File: src/rtl/uart_rx_framed_if.sv
// Receive-side bundle from uart_rx_framed to the byte consumer.
// master = receiver (drives), slave = consumer (observes).
interface uart_rx_framed_if #(
  parameter int g_Data_Bits = 8
);
  logic                   o_RX_DV;
  logic [g_Data_Bits-1:0] o_RX_Byte;
  logic                   o_Parity_Err;
  logic                   o_Frame_Err;
  logic                   o_Break;
  logic                   o_Busy;

  modport master (
    output o_RX_DV,
    output o_RX_Byte,
    output o_Parity_Err,
    output o_Frame_Err,
    output o_Break,
    output o_Busy
  );

  modport slave (
    input o_RX_DV,
    input o_RX_Byte,
    input o_Parity_Err,
    input o_Frame_Err,
    input o_Break,
    input o_Busy
  );
endinterface

File: src/rtl/uart_rx_framed.sv
// Parametrised UART receiver: 5..9 data bits, optional parity, 1/2 stop bits,
// 3-sample majority per bit, parity/framing/break reporting.
//
// state     | meaning
// ----------+-----------------------------------------------------------
// IDLE      | line idle, waiting for rx_s low
// START     | validating start bit; high majority aborts as a glitch
// DATA      | shifting data bits into the shadow register, LSB first
// PARITY    | checking the parity bit against the data ones count
// STOP      | sampling stop bit(s); commit on the last stop sample
// WAIT_HIGH | frame error seen, hold off until the line returns high
module uart_rx_framed #(
  parameter int g_System_Clk = 100_000_000,
  parameter int g_Baud_Rate  = 9600,
  parameter int g_Data_Bits  = 8,
  parameter int g_Parity     = 0,
  parameter int g_Stop_Bits  = 1
) (
  input  logic            i_Clk,
  input  logic            i_Rst_n,
  input  logic            i_RX,
  uart_rx_framed_if.master rx_if
);

  localparam int c_Bit_Limit = g_System_Clk / g_Baud_Rate - 1;
  localparam int c_Half      = c_Bit_Limit / 2;
  localparam int c_Cnt_W     = $clog2(c_Bit_Limit + 1);
  localparam int c_Idx_W     = (g_Data_Bits > 1) ? $clog2(g_Data_Bits) : 1;

  localparam logic [c_Cnt_W-1:0] c_Samp_1  = c_Cnt_W'(c_Half - 1);
  localparam logic [c_Cnt_W-1:0] c_Samp_2  = c_Cnt_W'(c_Half);
  localparam logic [c_Cnt_W-1:0] c_Samp_3  = c_Cnt_W'(c_Half + 1);
  localparam logic [c_Cnt_W-1:0] c_Lim     = c_Cnt_W'(c_Bit_Limit);
  localparam logic [c_Idx_W-1:0] c_Idx_End = c_Idx_W'(g_Data_Bits - 1);
  localparam logic               c_Stop_End = 1'(g_Stop_Bits - 1);

  if (c_Bit_Limit < 7) begin : g_chk_limit
    $error("uart_rx_framed: c_Bit_Limit must be >= 7");
  end
  if (g_Data_Bits < 5 || g_Data_Bits > 9) begin : g_chk_bits
    $error("uart_rx_framed: g_Data_Bits must be 5..9");
  end
  if (g_Parity < 0 || g_Parity > 2) begin : g_chk_par
    $error("uart_rx_framed: g_Parity must be 0, 1 or 2");
  end
  if (g_Stop_Bits < 1 || g_Stop_Bits > 2) begin : g_chk_stop
    $error("uart_rx_framed: g_Stop_Bits must be 1 or 2");
  end

  typedef enum logic [2:0] {
    s_idle,
    s_start,
    s_data,
    s_parity,
    s_stop,
    s_wait_high
  } state_t;

  state_t state, state_nx;

  logic                   rx_meta, rx_s;
  logic [c_Cnt_W-1:0]     cnt;
  logic [c_Idx_W-1:0]     idx;
  logic                   stop_idx;
  logic                   samp_a, samp_b;
  logic                   maj;
  logic                   at_samp, at_end;
  logic                   commit;
  logic                   frame_start;
  logic                   bit_run;
  logic [g_Data_Bits-1:0] shadow;
  logic                   par_acc;
  logic                   par_err;
  logic                   frm_err;
  logic                   any_one;

  logic                   dv_q;
  logic [g_Data_Bits-1:0] byte_q;
  logic                   perr_q, ferr_q, brk_q;

  always_ff @(posedge i_Clk or negedge i_Rst_n) begin
    if (!i_Rst_n) begin
      rx_meta <= 1'b1;
      rx_s    <= 1'b1;
    end else begin
      rx_meta <= i_RX;
      rx_s    <= rx_meta;
    end
  end

  // The third sample is taken live, so the vote resolves in the c_Half+1 cycle.
  assign maj     = (samp_a & samp_b) | (samp_a & rx_s) | (samp_b & rx_s);
  assign at_samp = (cnt == c_Samp_3);
  assign at_end  = (cnt == c_Lim);

  always_ff @(posedge i_Clk or negedge i_Rst_n) begin
    if (!i_Rst_n) state <= s_idle;
    else          state <= state_nx;
  end

  always_comb begin
    state_nx    = state;
    commit      = 1'b0;
    frame_start = 1'b0;
    case (state)
      s_idle: begin
        if (!rx_s) begin
          state_nx    = s_start;
          frame_start = 1'b1;
        end
      end
      s_start: begin
        if (at_samp && maj) state_nx = s_idle;
        else if (at_end)    state_nx = s_data;
      end
      s_data: begin
        if (at_end && idx == c_Idx_End)
          state_nx = (g_Parity != 0) ? s_parity : s_stop;
      end
      s_parity: begin
        if (at_end) state_nx = s_stop;
      end
      s_stop: begin
        if (at_samp && stop_idx == c_Stop_End) begin
          commit   = 1'b1;
          state_nx = (frm_err || !maj) ? s_wait_high : s_idle;
        end
      end
      s_wait_high: begin
        if (rx_s) state_nx = s_idle;
      end
      default: state_nx = s_idle;
    endcase
  end

  assign bit_run = (state != s_idle) && (state != s_wait_high) &&
                   (state_nx != s_idle) && (state_nx != s_wait_high);

  always_ff @(posedge i_Clk or negedge i_Rst_n) begin
    if (!i_Rst_n) begin
      cnt      <= '0;
      idx      <= '0;
      stop_idx <= 1'b0;
      samp_a   <= 1'b0;
      samp_b   <= 1'b0;
    end else begin
      if (bit_run) cnt <= at_end ? '0 : cnt + c_Cnt_W'(1);
      else         cnt <= '0;

      if (cnt == c_Samp_1) samp_a <= rx_s;
      if (cnt == c_Samp_2) samp_b <= rx_s;

      if (state == s_idle)               idx <= '0;
      else if (state == s_data && at_end) idx <= idx + c_Idx_W'(1);

      if (state == s_idle)               stop_idx <= 1'b0;
      else if (state == s_stop && at_end) stop_idx <= 1'b1;
    end
  end

  // Per-frame accumulators; cleared as the start edge is accepted.
  always_ff @(posedge i_Clk or negedge i_Rst_n) begin
    if (!i_Rst_n) begin
      shadow  <= '0;
      par_acc <= 1'b0;
      par_err <= 1'b0;
      frm_err <= 1'b0;
      any_one <= 1'b0;
    end else if (frame_start) begin
      shadow  <= '0;
      par_acc <= 1'b0;
      par_err <= 1'b0;
      frm_err <= 1'b0;
      any_one <= 1'b0;
    end else if (at_samp) begin
      case (state)
        s_data: begin
          shadow[idx] <= maj;
          par_acc     <= par_acc ^ maj;
          any_one     <= any_one | maj;
        end
        s_parity: begin
          par_err <= (g_Parity == 1) ? ~(par_acc ^ maj) : (par_acc ^ maj);
          any_one <= any_one | maj;
        end
        s_stop: begin
          frm_err <= frm_err | ~maj;
          any_one <= any_one | maj;
        end
        default: ;
      endcase
    end
  end

  always_ff @(posedge i_Clk or negedge i_Rst_n) begin
    if (!i_Rst_n) begin
      dv_q   <= 1'b0;
      byte_q <= '0;
      perr_q <= 1'b0;
      ferr_q <= 1'b0;
      brk_q  <= 1'b0;
    end else begin
      dv_q <= commit;
      if (commit) begin
        byte_q <= shadow;
        perr_q <= (g_Parity != 0) && par_err;
        ferr_q <= frm_err | ~maj;
        brk_q  <= ~(any_one | maj);
      end
    end
  end

  assign rx_if.o_RX_DV      = dv_q;
  assign rx_if.o_RX_Byte    = byte_q;
  assign rx_if.o_Parity_Err = perr_q;
  assign rx_if.o_Frame_Err  = ferr_q;
  assign rx_if.o_Break      = brk_q;
  assign rx_if.o_Busy       = (state != s_idle);

endmodule

File: src/flat_wrapper.sv
// flat-port wrapper written by rule: the top's interface ports become plain ports
module uart_rx_framed_flat 
#(
  parameter int g_System_Clk = 100_000_000,
  parameter int g_Baud_Rate  = 9600,
  parameter int g_Data_Bits  = 8,
  parameter int g_Parity     = 0,
  parameter int g_Stop_Bits  = 1
)
  (i_Clk, i_Rst_n, i_RX, rx_if_o_RX_DV, rx_if_o_RX_Byte, rx_if_o_Parity_Err, rx_if_o_Frame_Err, rx_if_o_Break, rx_if_o_Busy);
  uart_rx_framed_if #(.g_Data_Bits(g_Data_Bits)) rx_if_i ();
  input  logic i_Clk;
  input  logic i_Rst_n;
  input  logic i_RX;
  output wire logic [$bits(rx_if_i.o_RX_DV)-1:0] rx_if_o_RX_DV;
  output wire logic [$bits(rx_if_i.o_RX_Byte)-1:0] rx_if_o_RX_Byte;
  output wire logic [$bits(rx_if_i.o_Parity_Err)-1:0] rx_if_o_Parity_Err;
  output wire logic [$bits(rx_if_i.o_Frame_Err)-1:0] rx_if_o_Frame_Err;
  output wire logic [$bits(rx_if_i.o_Break)-1:0] rx_if_o_Break;
  output wire logic [$bits(rx_if_i.o_Busy)-1:0] rx_if_o_Busy;
  assign rx_if_o_RX_DV = rx_if_i.o_RX_DV;
  assign rx_if_o_RX_Byte = rx_if_i.o_RX_Byte;
  assign rx_if_o_Parity_Err = rx_if_i.o_Parity_Err;
  assign rx_if_o_Frame_Err = rx_if_i.o_Frame_Err;
  assign rx_if_o_Break = rx_if_i.o_Break;
  assign rx_if_o_Busy = rx_if_i.o_Busy;
  uart_rx_framed #(.g_System_Clk(g_System_Clk), .g_Baud_Rate(g_Baud_Rate), .g_Data_Bits(g_Data_Bits), .g_Parity(g_Parity), .g_Stop_Bits(g_Stop_Bits)) u_core (.i_Clk(i_Clk), .i_Rst_n(i_Rst_n), .i_RX(i_RX), .rx_if(rx_if_i));
endmodule
File: config.mk
export PLATFORM = sky130hd
export DESIGN_NAME = uart_rx_framed_flat
export DESIGN_NICKNAME = d
export VERILOG_FILES = /design/src/rtl/uart_rx_framed_if.sv /design/src/rtl/uart_rx_framed.sv /design/src/flat_wrapper.sv
export SDC_FILE = /design/constraint.sdc
export NUM_CORES = 1
export LEC_CHECK = 0
export ABC_AREA = 0
export CAP_MARGIN = 20
export CORE_MARGIN = 3
export CORE_UTILIZATION = 39
export DETAILED_ROUTE_END_ITERATION = 8
export PLACE_DENSITY = 0.65
export SLEW_MARGIN = 25
export SYNTH_ARGS = -nofsm -noshare
export SYNTH_HDL_FRONTEND = slang
export SYNTH_SLANG_ARGS = --single-unit
File: constraint.sdc
create_clock -name i_Clk -period 4.1 [get_ports i_Clk]
set_clock_uncertainty 0.2 [all_clocks]
set_input_delay 0.615 -clock i_Clk [delete_from_list [all_inputs] [get_ports i_Clk]]
set_output_delay 0.615 -clock i_Clk [all_outputs]
set_load 0.01 [all_outputs]
==> out/metrics.cfg, run 1 <==
[worst_setup_path]
slowest_delay_ns=0.67
endpoint_kind=flop
start_kind=flop
crit_slowest_cell=xnor2_2
crit_type=flop to flop
reg2reg_depth=6
critPathMaxFanout=14
crit_required_ns=4.05
critPathArrivalTime_ns=2.83
r2r_start=u_core.rx_s$_DFF_PN1_
crit_chain=maj3_1, or2b_2, o2111ai_1, nand3_2, xnor2_2, a21oi_1
critPathLaunch=u_core.rx_s$_DFF_PN1_

[sta]
finalHoldViolations=0
rsz0062_at_grt=no
drv_slew=0
setup_tns_ns=0
fin_ws_ns=1.21
fmax_mhz=346
worst_slew_pin_slew_ns=0.909
setup_viol=0
min_period_ns=2.89
hold_ws_ns=0.0977
slew_headroom_pct=38.6
fin_crit_sh_pct=70.4

[placement]
placed_area_um2=2580
port_buffers=14
place_ws_ns=1.23
globalplace.congestion=0.802
dpl.hpwl_um=3020

[drt]
dr.pass1.iters=4
ant_nets=0
drc_errors=0
drt_iter0_markers=128
wire_per_inst_um=14.3
num_vias=1647
viasPerCell=5.33
finalWirelength_um=4410

[global_route]
grt_pass1_vias=1593
grt_use_total_pct=13.5
grt_overflow=0
grt_max_degree=47
antenna_found_initial=0
grt_first_pass_wirelength_um=7750

[logic_synthesis]
synth_area_leaders=dfrtp_1 46%, mux2_2 5.6%, nor2_1 3.6%, mux2i_1 3.3%, xnor2_1 3.3%
synthCells=220
yosysSeqAreaShare_pct=47.8
yosys.area.top_type_share_pct=45.6
synth_top_area_cell=dfrtp_1
syn_area_per_cell_um2=11.0
synth_area_um2=2410
syn_nets=228
yosysWarnings=0
synthDistinctLibCells=48
ys_ff_latch=46

[clock_network]
cts_resized=0
post_cts_buffers=0
cts_htree_levels=2
hold_buffers=0
clockBufferDepth=2
clk_latency_ns=0.30
cts_sinks=46
cts_root_buf=clkbuf_8
clk_pin_slew_ns=0.09
cts_buffers=5
cts_tree=done

[final_layout]
fin_nets=241
regArea_um2=1150
diodes=0
drive_gt1_share_pct=17.5
stdcell_area_um2=2670
fillers=555
multi_input_area_um2=1160
area_growth_pct=10.7

[die]
die-area_um2=7170
dieWidth_um=84.7
num_rows=28
core_um2=5960
initial_core_util_pct=40.5
ios=16
fp.dieH_um=84.7

[power_and_ir_drop]
vdd_drop_max_mv=0.164
cellPowerDensity_nw_per_um2=279
p_leak_nw=1.16
power_w=0.000745

[run]
drv_cap=0

[run_status]
status=complete, no violations

[min_path]
holdCritPathClass=primary input to asynchronous set/reset pin

-- cell usage in the layout, fill, tap and decap left out, types with 5 or more instances in the layout --
cell / netlist / layout
clkbuf_8: 1 / 5
nand2_1: 17 / 17
nor3_1: 6 / 6
xnor2_1: 9 / 9
a21oi_1: 9 / 9
nand3_1: 8 / 8
mux2_2: 12 / 12
nand4_1: 6 / 6
ha_1: 5 / 5
clkdlybuf4s50_1: 0 / 13
nor2_1: 23 / 23
mux2i_1: 8 / 8
inv_1: 8 / 8
dfrtp_1: 44 / 44
a211oi_1: 6 / 6
-- power by group --
part / internal, W / switching, W / leakage (nW)
Combinational: 0.00000147 / 0.00000890 / 0.497
Sequential: 0.000455 / 0.000000748 / 0.621
Clock: 0.000120 / 0.000158 / 0.0441
-- path summary, 6_finish.rpt --
check,to,slack (ns)
worst max-delay path,u_core.cnt[1]$_DFF_PN0_,1.21
worst min-delay path,u_core.rx_if.o_RX_Byte[5]$_DFFE_PN0P_,0.1
worst max register to register,u_core.cnt[1]$_DFF_PN0_,1.21
worst min register to register,u_core.rx_s$_DFF_PN1_,0.16
max in group asynchronous,u_core.cnt[5]$_DFF_PN0_,3.20
min in group i_Clk,u_core.rx_s$_DFF_PN1_,0.16
-- cell families (layout without fill, tap and decap cells) --
| logic type | count (synthesis) | count (layout) | share of synthesized area [%] |
|---|---|---|---|
| mux | 20 | 20 | 8.91 |
| simple gates | 90 | 90 | 22.5 |
| compound gates | 27 | 27 | 8.39 |
| other cells | 1 | 1 | 0.155 |
| xor+xnor | 13 | 13 | 5.03 |
| flops | 46 | 46 | 47.8 |
| buf+inv | 17 | 31 | 4.20 |
| fa+ha+maj | 6 | 6 | 3.01 |
-- state kept, by name, summed over array words and instances, names as in the netlist --
signal,count
u_core.rx_if.o_RX_Byte,8
u_core.frm_err,1
u_core.samp_a,1
u_core.rx_s,1
u_core.shadow,8
u_core.any_one,1
u_core.rx_meta,1
u_core.state,3
u_core.rx_if.o_Break,1
u_core.cnt,14
u_core.samp_b,1
u_core.rx_if.o_Frame_Err,1
u_core.stop_idx,1
u_core.idx,3
u_core.rx_if.o_RX_DV,1
-- metal layers --
metal	vias up	GRT usage (%)	routed length (um)
li1	814	-	-
met1	809	18.9	2160
met2	19	20.5	2060
met3	5	2.75	114
met4	0	5.04	69
met5	-	0	0
-- Yosys cell counts, drive strengths merged --
cell     count
nor4         1
a2111oi      1
a21oi        9
or2b         2
mux2        12
a21o         2
and4         3
o21ai        3
buf          6
o2111ai      1
nand2b       1
a211oi      10
nor4b        2
or4          1
xnor2       10
nand4        7
and4bb       2
dfrtp       44
clkbuf       3
dfstp        2
nand2       17
or2          1
nand3b       3
inv          8
nor4bb       1
and3b        1
mux2i        8
conb         1
maj3         1
xor2         3
nor3         7
or4b         1
nor3b        4
or3          3
ha           5
nand3        9
nor2        24
o41ai        1
-- cell type report --
| type | count | area share [%] |
|---|---|---|
| timing repair buffer | 15 | 5.43 |
| clock inverter | 3 | 0.796 |
| sequential | 46 | 43.2 |
| tap | 75 | 3.51 |
| inverter | 8 | 1.12 |
| clock buffer | 5 | 2.57 |
| multi-input combinational | 157 | 43.4 |
-- through the flow --
stage	utilization, %	instances
after CTS	44.8	309
after floorplan	-	220
final	44.9	309
after global routing	44.9	309
after detailed placement	43.3	301
after global placement	43.3	301
-- critical path: cells and delay by family (launching register included) --
family          cells  cell delay (ns)
compound gates      2             0.40
xor+xnor            1             0.67
fa+ha+maj           1             0.43
flops               1             0.57
simple gates        2             0.46
No activity file was read; power rests on OpenSTA's default activity.
==> inputs of run 2 (changes only) <==
Clock period 4.1 ns to 2.8 ns, I/O delays scaled along.
==> run 2 against run 1 <==
Core utilization increased by 2.1 points. Combinational power is 63% higher. Sequential cell count is the same. Non-clock buffer count increased by 9. Sequential share of layout area decreased by 1.9 points. First-iteration DRC count fell by 36%. Worst hold slack improved by 0.064 ns. Wire length is 2.7% higher. Power up 71%. Critical path depth increased by 2.
==> out/metrics.cfg, run 2 (synthesis results as in run 1) <==
[worst_setup_path]
endpoint_kind=flop  ; unchanged
r2r_start=u_core.cnt[0]$_DFF_PN0_  ; was u_core.rx_s$_DFF_PN1_
slowest_delay_ns=0.59  ; was 0.67 ns
crit_slowest_cell=or4_4  ; was xnor2_2
rrSetupSlack_ns=0.23  ; was 1.21 ns
critPathMaxFanout=5  ; was 14
crit_type=flop to flop  ; unchanged
reg2reg_depth=8  ; was 6
start_kind=flop  ; unchanged
crit_required_ns=2.79  ; was 4.05 ns
crit_chain=inv_1, ha_1, and3b_2, nand4_1, or4_4, nor3b_1, mux2i_1, nor2_1  ; was maj3_1, or2b_2, o2111ai_1, nand3_2, xnor2_2, a21oi_1
critPathArrivalTime_ns=2.56  ; was 2.83 ns
r2r-end=u_core.shadow[4]$_DFFE_PN0P_  ; was u_core.cnt[1]$_DFF_PN0_

[sta]
setup_tns_ns=0  ; unchanged
fmax_mhz=389  ; was 346 MHz
rsz0062_at_grt=no  ; unchanged
fin_crit_sh_pct=91.8  ; was 70.4%
min_period_ns=2.57  ; was 2.89 ns
slew_headroom_pct=63.8  ; was 38.6%
worst_slew_pin_slew_ns=0.543  ; was 0.909 ns
finalHoldViolations=0  ; unchanged
setup_viol=0  ; unchanged
drv_slew=0  ; unchanged
hold_ws_ns=0.162  ; was 0.0977 ns

[placement]
dpl.cell_count=309  ; was 301
globalplace.congestion=0.854  ; was 0.802
port_buffers=14  ; unchanged
placed_area_um2=2640  ; was 2580 um2
dpl.hpwl_um=3230  ; was 3020 um

[final_layout]
area_growth_pct=15.8  ; was 10.7%
layout_commonest_cell=dfrtp_1  ; unchanged
stdcell_area_um2=2800  ; was 2670 um2
multi_input_area_um2=1170  ; was 1160 um2
final_cells=318  ; was 309
largest-register=u_core.cnt  ; unchanged
layout_common_cells=44 x dfrtp_1, 23 x nor2_1, 17 x nand2_1  ; unchanged
fillers=560  ; was 555
largest_register_ffs=14  ; unchanged
drive_gt1_share_pct=21.0  ; was 17.5%
diodes=0  ; unchanged
regArea_um2=1150  ; unchanged
fin_nets=250  ; was 241

[die]
die-area_um2=7170  ; unchanged
ios=16  ; unchanged
fp.dieH_um=84.7  ; unchanged
core_um2=5960  ; unchanged
num_rows=28  ; unchanged
initial_core_util_pct=40.5  ; unchanged
dieWidth_um=84.7  ; unchanged

[global_route]
antenna_found_initial=0  ; unchanged
grt_overflow=0  ; unchanged
grt_first_pass_wirelength_um=8070  ; was 7750 um
grt_use_total_pct=13.8  ; was 13.5%
grt_pass1_vias=1665  ; was 1593
grt_max_degree=25  ; was 47

[run_status]
status=complete, no violations  ; unchanged

[drt]
ant_nets=0  ; unchanged
num_vias=1632  ; was 1647
drc_errors=0  ; unchanged
viasPerCell=5.13  ; was 5.33
finalWirelength_um=4530  ; was 4410 um
wire_per_inst_um=14.2  ; was 14.3 um
dr.pass1.iters=5  ; was 4
drt_iter0_markers=82  ; was 128

[clock_network]
cts_sinks=46  ; unchanged
cts_tree=done  ; unchanged
clk_pin_slew_ns=0.09  ; about the same
post_cts_buffers=0  ; unchanged
cts_root_buf=clkbuf_8  ; unchanged
clk_latency_ns=0.30  ; about the same
clockBufferDepth=2  ; unchanged
cts_htree_levels=2  ; unchanged
cts_buffers=5  ; unchanged

[min_path]
holdCritPathClass=flop to flop  ; was primary input to asynchronous set/reset pin
hold_end=u_core.rx_s$_DFF_PN1_
worstHoldPathCells=0
hp-start=u_core.rx_meta$_DFF_PN1_

[power_and_ir_drop]
vdd_drop_max_mv=0.318  ; was 0.164 mV
p_leak_nw=1.23  ; was 1.16 nW
cellPowerDensity_nw_per_um2=456  ; was 279 nW/um2

[run]
drv_cap=0  ; unchanged

==> run 2: how the worst max path moves through the flow <==
stage / slack [ns] / from / to
after floorplan: 0.44 / u_core.cnt[0]$_DFF_PN0_ / u_core.shadow[2]$_DFFE_PN0P_
after global placement: 0.17 / u_core.cnt[0]$_DFF_PN0_ / u_core.shadow[2]$_DFFE_PN0P_
after detailed placement: 0.15 / u_core.cnt[0]$_DFF_PN0_ / u_core.shadow[2]$_DFFE_PN0P_
after CTS: 0.14 / u_core.cnt[0]$_DFF_PN0_ / u_core.shadow[2]$_DFFE_PN0P_
after global routing: 0.04 / u_core.cnt[0]$_DFF_PN0_ / u_core.shadow[4]$_DFFE_PN0P_
final: 0.23 / u_core.cnt[0]$_DFF_PN0_ / u_core.shadow[4]$_DFFE_PN0P_
==> run 2: area by class of cell <==
class	instances	share of cell area (%)
clock inverters	3	2.46
multi-input cells	157	41.8
well taps	75	3.36
inverters	8	1.07
repair buffers	24	7.61
clock buffers	5	2.46
flip-flops and latches	46	41.3
==> run 2: routing by layer <==
metal	wire [um]	vias up	track usage (%)
li1	-	828	-
met1	2360	784	20.3
met2	2030	18	20.3
met3	120	2	2.85
met4	15	0	4.60
met5	0	-	0
==> run 2: worst max-delay path: cells and delay by family (launching register included) <==
kind	cells	cell delay (ns)
flops	1	0.44
mux	1	0.22
fa+ha+maj	1	0.14
buf+inv	1	0.10
simple gates	5	1.37
==> run 2: power breakdown <==
| group | internal, W | switching, W | total [W] |
|---|---|---|---|
| logic | 0.00000354 | 0.0000134 | 0.0000170 |
| clock network | 0.000358 | 0.000234 | 0.000592 |
| registers | 0.000666 | 0.00000118 | 0.000668 |
| total | 0.00103 | 0.000249 | 0.00128 |
==> run 2: what timing repair did <==
item,4_1_cts,5_1_grt
endpoints found under the setup margin,0,1
hold buffers,1,0
hold endpoints to repair,22,0
resized for setup,0,2
==> run 2: through the flow <==
stage | util [%] | setup slack, ns | power [W]
2_1_floorplan | - | 0.439 | 0.000682
5_1_grt | 47.0 | 0.0367 | 0.00131
6_report | 47.0 | 0.230 | 0.00128
3_3_place_gp | 44.3 | 0.174 | 0.000698
3_5_place_dp | 44.3 | 0.149 | 0.000698
4_1_cts | 46.8 | 0.137 | 0.00129
==> inputs of run 3 (changes only) <==
Settings changed: SLEW_MARGIN 25 to 20.
==> results of run 3 <==
Same layout as run 2: the final DEF is identical, and so are final timing and power.
